==> src/rtl/mips_multicycle_control.sv <==
// Main control FSM for the multicycle MIPS datapath: decodes opcode/funct into ALU, mux and enable controls.
// Outputs are combinational from state (plus mem_ready/alu_zero/funct); FETCH, MEMRD and MEMWR wait on mem_ready.
module mips_multicycle_control #(
    parameter bit HALT_ON_ILLEGAL = 1'b0
) (
    input  logic       clock,
    input  logic       reset,
    input  logic [5:0] opcode,
    input  logic [5:0] funct,
    input  logic       alu_zero,
    input  logic       mem_ready,
    output logic [3:0] alu_op,
    output logic       alu_src_a,
    output logic [1:0] alu_src_b,
    output logic       iord,
    output logic       mem_read,
    output logic       mem_write,
    output logic       ir_write,
    output logic       pc_write,
    output logic [1:0] pc_src,
    output logic       reg_write,
    output logic       reg_dst,
    output logic       mem_to_reg,
    output logic       illegal,
    output logic [3:0] state
);

    typedef enum logic [3:0] {
        S_RST     = 4'd0,
        S_FETCH   = 4'd1,
        S_DECODE  = 4'd2,
        S_MEMADDR = 4'd3,
        S_MEMRD   = 4'd4,
        S_MEMWB   = 4'd5,
        S_MEMWR   = 4'd6,
        S_EXEC    = 4'd7,
        S_RWB     = 4'd8,
        S_BRANCH  = 4'd9,
        S_JUMP    = 4'd10,
        S_ADDIEX  = 4'd11,
        S_ADDIWB  = 4'd12,
        S_HALT    = 4'd15
    } state_t;

    localparam logic [5:0] OP_RTYPE = 6'h00;
    localparam logic [5:0] OP_J     = 6'h02;
    localparam logic [5:0] OP_BEQ   = 6'h04;
    localparam logic [5:0] OP_BNE   = 6'h05;
    localparam logic [5:0] OP_ADDI  = 6'h08;
    localparam logic [5:0] OP_LW    = 6'h23;
    localparam logic [5:0] OP_SW    = 6'h2B;

    localparam logic [5:0] FN_ADD = 6'h20;
    localparam logic [5:0] FN_SUB = 6'h22;
    localparam logic [5:0] FN_AND = 6'h24;
    localparam logic [5:0] FN_OR  = 6'h25;
    localparam logic [5:0] FN_SLT = 6'h2A;

    localparam logic [3:0] ALU_AND = 4'd0;
    localparam logic [3:0] ALU_OR  = 4'd1;
    localparam logic [3:0] ALU_ADD = 4'd2;
    localparam logic [3:0] ALU_SUB = 4'd6;
    localparam logic [3:0] ALU_SLT = 4'd7;

    state_t cur_state;
    state_t nxt_state;
    // LW/SW choice is captured in DECODE so MEMADDR ignores later opcode changes.
    logic   is_lw_q;
    logic   is_lw_d;
    logic   funct_ok;

    always_ff @(posedge clock) begin
        if (reset) begin
            cur_state <= S_RST;
            is_lw_q   <= 1'b0;
        end else begin
            cur_state <= nxt_state;
            is_lw_q   <= is_lw_d;
        end
    end

    assign state = cur_state;

    always_comb begin
        funct_ok = 1'b0;
        case (funct)
            FN_ADD, FN_SUB, FN_AND, FN_OR, FN_SLT: funct_ok = 1'b1;
            default:                               funct_ok = 1'b0;
        endcase
    end

    always_comb begin
        nxt_state  = S_RST;
        is_lw_d    = is_lw_q;
        alu_op     = 4'd0;
        alu_src_a  = 1'b0;
        alu_src_b  = 2'd0;
        iord       = 1'b0;
        mem_read   = 1'b0;
        mem_write  = 1'b0;
        ir_write   = 1'b0;
        pc_write   = 1'b0;
        pc_src     = 2'd0;
        reg_write  = 1'b0;
        reg_dst    = 1'b0;
        mem_to_reg = 1'b0;
        illegal    = 1'b0;

        case (cur_state)
            S_RST: begin
                nxt_state = S_FETCH;
            end
            S_FETCH: begin
                iord      = 1'b0;
                mem_read  = 1'b1;
                alu_src_a = 1'b0;
                alu_src_b = 2'd1;
                alu_op    = ALU_ADD;
                pc_src    = 2'd0;
                ir_write  = mem_ready;
                pc_write  = mem_ready;
                nxt_state = mem_ready ? S_DECODE : S_FETCH;
            end
            S_DECODE: begin
                alu_src_a = 1'b0;
                alu_src_b = 2'd3;
                alu_op    = ALU_ADD;
                is_lw_d   = (opcode == OP_LW);
                case (opcode)
                    OP_LW, OP_SW:    nxt_state = S_MEMADDR;
                    OP_BEQ, OP_BNE:  nxt_state = S_BRANCH;
                    OP_J:            nxt_state = S_JUMP;
                    OP_ADDI:         nxt_state = S_ADDIEX;
                    OP_RTYPE: begin
                        if (funct_ok) begin
                            nxt_state = S_EXEC;
                        end else begin
                            illegal   = 1'b1;
                            nxt_state = HALT_ON_ILLEGAL ? S_HALT : S_FETCH;
                        end
                    end
                    default: begin
                        illegal   = 1'b1;
                        nxt_state = HALT_ON_ILLEGAL ? S_HALT : S_FETCH;
                    end
                endcase
            end
            S_MEMADDR: begin
                alu_src_a = 1'b1;
                alu_src_b = 2'd2;
                alu_op    = ALU_ADD;
                nxt_state = is_lw_q ? S_MEMRD : S_MEMWR;
            end
            S_MEMRD: begin
                iord      = 1'b1;
                mem_read  = 1'b1;
                nxt_state = mem_ready ? S_MEMWB : S_MEMRD;
            end
            S_MEMWB: begin
                reg_write  = 1'b1;
                mem_to_reg = 1'b1;
                reg_dst    = 1'b0;
                nxt_state  = S_FETCH;
            end
            S_MEMWR: begin
                iord      = 1'b1;
                mem_write = 1'b1;
                nxt_state = mem_ready ? S_FETCH : S_MEMWR;
            end
            S_EXEC: begin
                alu_src_a = 1'b1;
                alu_src_b = 2'd0;
                case (funct)
                    FN_ADD:  alu_op = ALU_ADD;
                    FN_SUB:  alu_op = ALU_SUB;
                    FN_AND:  alu_op = ALU_AND;
                    FN_OR:   alu_op = ALU_OR;
                    FN_SLT:  alu_op = ALU_SLT;
                    default: alu_op = ALU_AND;
                endcase
                nxt_state = S_RWB;
            end
            S_RWB: begin
                reg_write  = 1'b1;
                reg_dst    = 1'b1;
                mem_to_reg = 1'b0;
                nxt_state  = S_FETCH;
            end
            S_BRANCH: begin
                alu_src_a = 1'b1;
                alu_src_b = 2'd0;
                alu_op    = ALU_SUB;
                pc_src    = 2'd1;
                // BNE inverts the equality test; anything else is treated as BEQ.
                pc_write  = (opcode == OP_BNE) ? ~alu_zero : alu_zero;
                nxt_state = S_FETCH;
            end
            S_JUMP: begin
                pc_src    = 2'd2;
                pc_write  = 1'b1;
                nxt_state = S_FETCH;
            end
            S_ADDIEX: begin
                alu_src_a = 1'b1;
                alu_src_b = 2'd2;
                alu_op    = ALU_ADD;
                nxt_state = S_ADDIWB;
            end
            S_ADDIWB: begin
                reg_write  = 1'b1;
                reg_dst    = 1'b0;
                mem_to_reg = 1'b0;
                nxt_state  = S_FETCH;
            end
            S_HALT: begin
                nxt_state = HALT_ON_ILLEGAL ? S_HALT : S_RST;
            end
            default: begin
                nxt_state = S_RST;
            end
        endcase
    end

endmodule

==> config.mk <==
export PLATFORM = sky130hd
export DESIGN_NAME = mips_multicycle_control
export DESIGN_NICKNAME = d
export VERILOG_FILES = /design/src/rtl/mips_multicycle_control.sv
export SDC_FILE = /design/constraint.sdc
export NUM_CORES = 1
export LEC_CHECK = 0
export CORE_MARGIN = 3
export CORE_UTILIZATION = 40
export DETAILED_ROUTE_END_ITERATION = 12
export DONT_BUFFER_PORTS = 1
export GPL_TIMING_DRIVEN = 1
export PLACE_DENSITY = 0.65
export SLEW_MARGIN = 20
export SYNTH_ARGS = -nofsm -noshare
export SYNTH_HDL_FRONTEND = slang
export SYNTH_SLANG_ARGS = --single-unit
==> constraint.sdc <==
create_clock -name clock -period 1.6 [get_ports clock]
set_clock_uncertainty 0.05 [all_clocks]
set_input_delay 0.08 -clock clock [delete_from_list [all_inputs] [get_ports clock]]
set_output_delay 0.08 -clock clock [all_outputs]
set_load 0.05 [all_outputs]
---- Yosys cells after proc, flatten, opt, wreduce, memory -nomap -nowiden ----
Cells that the tools add are included.
operators by class
  reductions and logical operators ........ 13
  equality and inequality tests ........... 23
  bitwise operators ....................... 1
  multiplexer cells ....................... 25
operator list
  operator            count
  $eq 6x6->1 const B  7
  $pmux 4 s8          1
  $eq 4x4->1 const B  5
  $pmux 4 s5          1
  $eq 4x3->1 const B  4
  $mux 1              13
  $eq 6x3->1 const B  2
  $pmux 3 s4          1
  $reduce_or 6->1     2
  $reduce_or 2->1     5
  $pmux 3 s3          1
  $eq 4x2->1 const B  2
  $reduce_or 4->1     2
  $eq 6x2->1 const B  1
  $eq 6x4->1 const B  1
  $logic_not 6->1     1
  $mux 3              2
  $pmux 2 s3          1
  $reduce_or 5->1     1
  $eq 4x1->1 const B  1
  $logic_not 4->1     1
  $mux 2              2
  $pmux 2 s2          1
  $pmux 1 s3          1
  3 further kinds     3
storage, ports and cells
  input bits .............................. 16
  output and inout port bits .............. 22
  register bits after elaboration ......... 5

---- Longest topological paths before layout ----
  depth after elaboration ................. 6
  gate-level depth with buffers ........... 6
  mapped depth without buffers ............ 5

---- Worst setup path after synthesis ----
OpenSTA, ideal clock, no wires.
  kind .................................... flip-flop to output port
  start point ............................. reg cur_state[0], in the netlist state[0]
  end point ............................... out alu_op[1]
  setup slack ............................. -0.964 ns
  data required time ...................... 1.470 ns
  stages on the path, launching flop included .. 6
  data arrival time ....................... 2.434 ns
  cell sequence ........................... dfxtp_1 buf_2 nand2_1 or4b_4 or4_1 o21ai_0
between the ends
  longest elaborated chain between the ends .. 3
RTL lines
  item                                      RTL line  source
  start, declared                           65        state_t cur_state;
  start signal, assigned                    77        cur_state <= nxt_state;
  $eq 4x2->1, or another cell as far along  109       case (cur_state)
  $reduce_or 4->1 (no line)                 n/a
  $pmux 3 s3 (*)                            109
  end, declared                             12        output logic [3:0] alu_op,
Every way passes the cells marked *; elsewhere a longest branch is shown, timed or not.

---- Worst setup path after layout ----
  start point ............................. reg cur_state[3], in the netlist state[3]
  end point ............................... out alu_op[1]
The elaborated chain is that of the path after synthesis.

==> results_dict.tcl <==
set metrics [dict create \
    rows 13 \
    max_slew_margin_pct 64.0 \
    layout_min_cycle_time_ns 2.09 \
    synth_nets 119 \
    synth_mux_area_share_pct 3.28 \
    yosysMostFrequentCell "nor2_1" \
    port_buffers 0 \
    violations "negative setup slack" \
    ant_nets 0 \
    synthFlopType "dfxtp_1" \
    power.density_mw_per_mm2 479 \
    clock.fmax_ghz 0.479 \
    synth_fa_ha_area_share_pct 0 \
    avgSynthCellArea_um2 6.30 \
    overflow 0 \
    hold_ws_ns 0.0566 \
    hold_path_class "primary input to flip-flop" \
    diodes 0 \
    worst_ep_arrival_time_ns 1.96 \
    power.static_leakage_uw 0.000524 \
    synth_compound_area_share_pct 23.7 \
    htreeDepth 1 \
    synth-simple-area-share_pct 48.2 \
    synth_seq_cells 5 \
    finalMaxSlewViolations 0 \
    antenna_found_initial 0 \
    start_util_pct 45.9 \
    cts_buffers 3 \
    mappedNetlistArea_um2 649 \
    status "complete, but fails checks" \
    post-dp-hpwl_um 1860 \
    grt_pass1_vias 913 \
    finalCritPeriodShare_pct 131 \
    path_max_fanout 2 \
    setup_viol 16 \
    synth_top_family_by_area "simple AND/OR/NAND/NOR gates" \
    endpoint_kind "output port" \
    layout.nets 155 \
    path_class "flip-flop to output port" \
    num_vias 1139 \
    syn_to_final_growth_pct 110 \
    setup_ws_ns -0.490 \
    die_h_um 46.3 \
    placed_area_mm2 0.00106 \
    drt-vias-per-instance 7.44 \
    gp_congestion 0.845 \
    ys_seq_area_share_pct 15.4 \
    cts_tree "built" \
    core_area_mm2 0.00142 \
    synthTopCellsByArea "dfxtp_1 (15%), nor2_1 (13%), a21oi_1 (6.2%), nand2_1 (5.8%), nor3_1 (4.6%)" \
    grt.total_usage_pct 30.0 \
    drc 0 \
    vdd_drop_max_uv 381 \
    cts_root_buf "clkbuf_4" \
    synth_xor_xnor_area_share_pct 4.05 \
    cap_violations 0 \
    final.fill_count 27 \
    yosys_warnings 0 \
    grt_max_degree 18 \
    io_pins 38 \
    clk_path_buf_depth 2 \
    insertion_delay_ns 0.24 \
    synth_edf_count 0 \
    wirelength_um 4330 \
    tightest_slew_ns 0.535 \
    wl_per_cell_um 28.3 \
    rsz0062_at_grt "yes" \
    fin_area_mm2 0.00137 \
    synth_top_area_cell "dfxtp_1" \
    drt_first_pass_iters 4 \
    drt_iter0_markers 77 \
    startpoint_type "flip-flop" \
    netlist.area_leader.share_pct 15.4 \
    synth_async_sr_flop_share_pct 0 \
    netlist_instances 103 \
    grt_pass1_wl_um 4550 \
    drive_gt1_share_pct 57.2 \
    final_hold_viol_count 0 \
    die_w_um 46.3 \
    path_clk_slew_ns 0.05 \
    crit_required_ns 1.47 \
    synth_cell_types 37 \
    die_area_mm2 0.00214 \
    clock_sinks 5 \
    synth_commonest_cells "nor2_1 (23), nand2_1 (10), a21oi_1 (8)" \
]
routing by layer:
metal	vias up	wire length [um]	track usage, %
li1	442	-	-
met4	0	427	5.68
met5	-	0	0
met1	516	1360	34.1
met2	126	2040	56.6
met3	55	506	5.86
state kept, by name, indices dropped and copies added (netlist names):
register	cells
state	4
is_lw_q	1
cell families after synthesis:
logic type | count (synthesis)
simple gates | 61
compound gates | 24
buf+inv | 7
flops | 5
xor+xnor | 3
mux | 2
other cells | 1
cells in the final DEF (no fill, tap or decap), types with 4 or more instances in the layout:
| cell | synthesis | final |
|---|---|---|
| nand2_1 | 10 | 8 |
| buf_4 | 1 | 13 |
| nor3_1 | 6 | 4 |
| buf_6 | 0 | 14 |
| buf_12 | 0 | 8 |
| o21ai_0 | 6 | 5 |
| nand2b_4 | 0 | 4 |
| nor2_1 | 23 | 10 |
| nor2_2 | 0 | 4 |
| nor2_4 | 0 | 9 |
| a21oi_1 | 8 | 5 |
cell type report:
class | count | area, um^2 | area share, %
multi-input cells | 91 | 752 | 55.0
inverters | 1 | 16.3 | 1.19
well taps | 15 | 18.8 | 1.37
clock buffers | 4 | 26.3 | 1.92
flip-flops and latches | 5 | 113 | 8.24
repair buffers | 37 | 440 | 32.2
worst paths after layout:
path | from | to | slack (ns) | cells after the start
worst min-delay path | opcode[1] | state[0] | 0.06 | 2
worst min register to register | is_lw_q | is_lw_q | 0.48 | 2
worst max register to register | state[3] | state[2] | -0.22 | 8
worst max-delay path | state[3] | alu_op[1] | -0.49 | 4
power by group:
part	internal (uW)	leakage [uW]	switching (uW)	total (uW)
sequential	127	0.0000433	7.63	135
clock	94.8	0.0000150	59.4	154
combinational	138	0.000465	227	365
repair_timing:
item / CTS / global route
hold buffers: 1 / 0
setup endpoints to repair: 16 / 15
pin swaps: 8 / 15
buffers inserted: 3 / 4
cloned: 1 / 0
hold endpoints to repair: 5 / 0
resized for setup: 27 / 32
metrics by stage:
step	worst slack, ns	total power, uW	util [%]	TNS (ns)	std cells
final	-0.490	655	96.6	-3.50	153
after global routing	-0.540	673	96.6	-4.13	153
after CTS	-0.432	597	88.4	-1.49	151
after detailed placement	-0.178	417	74.6	-0.207	142
after global placement	-0.159	412	74.6	-0.159	142
after floorplan	-0.335	343	-	-1.08	103
critical path: stages (launching register included):
cell      delay [ns]
dfxtp_4         0.34
nand2b_4        0.14
or4b_4          0.52
or4_4           0.52
o21ai_4         0.18
Note: power is estimated with default switching activity, not from simulation.
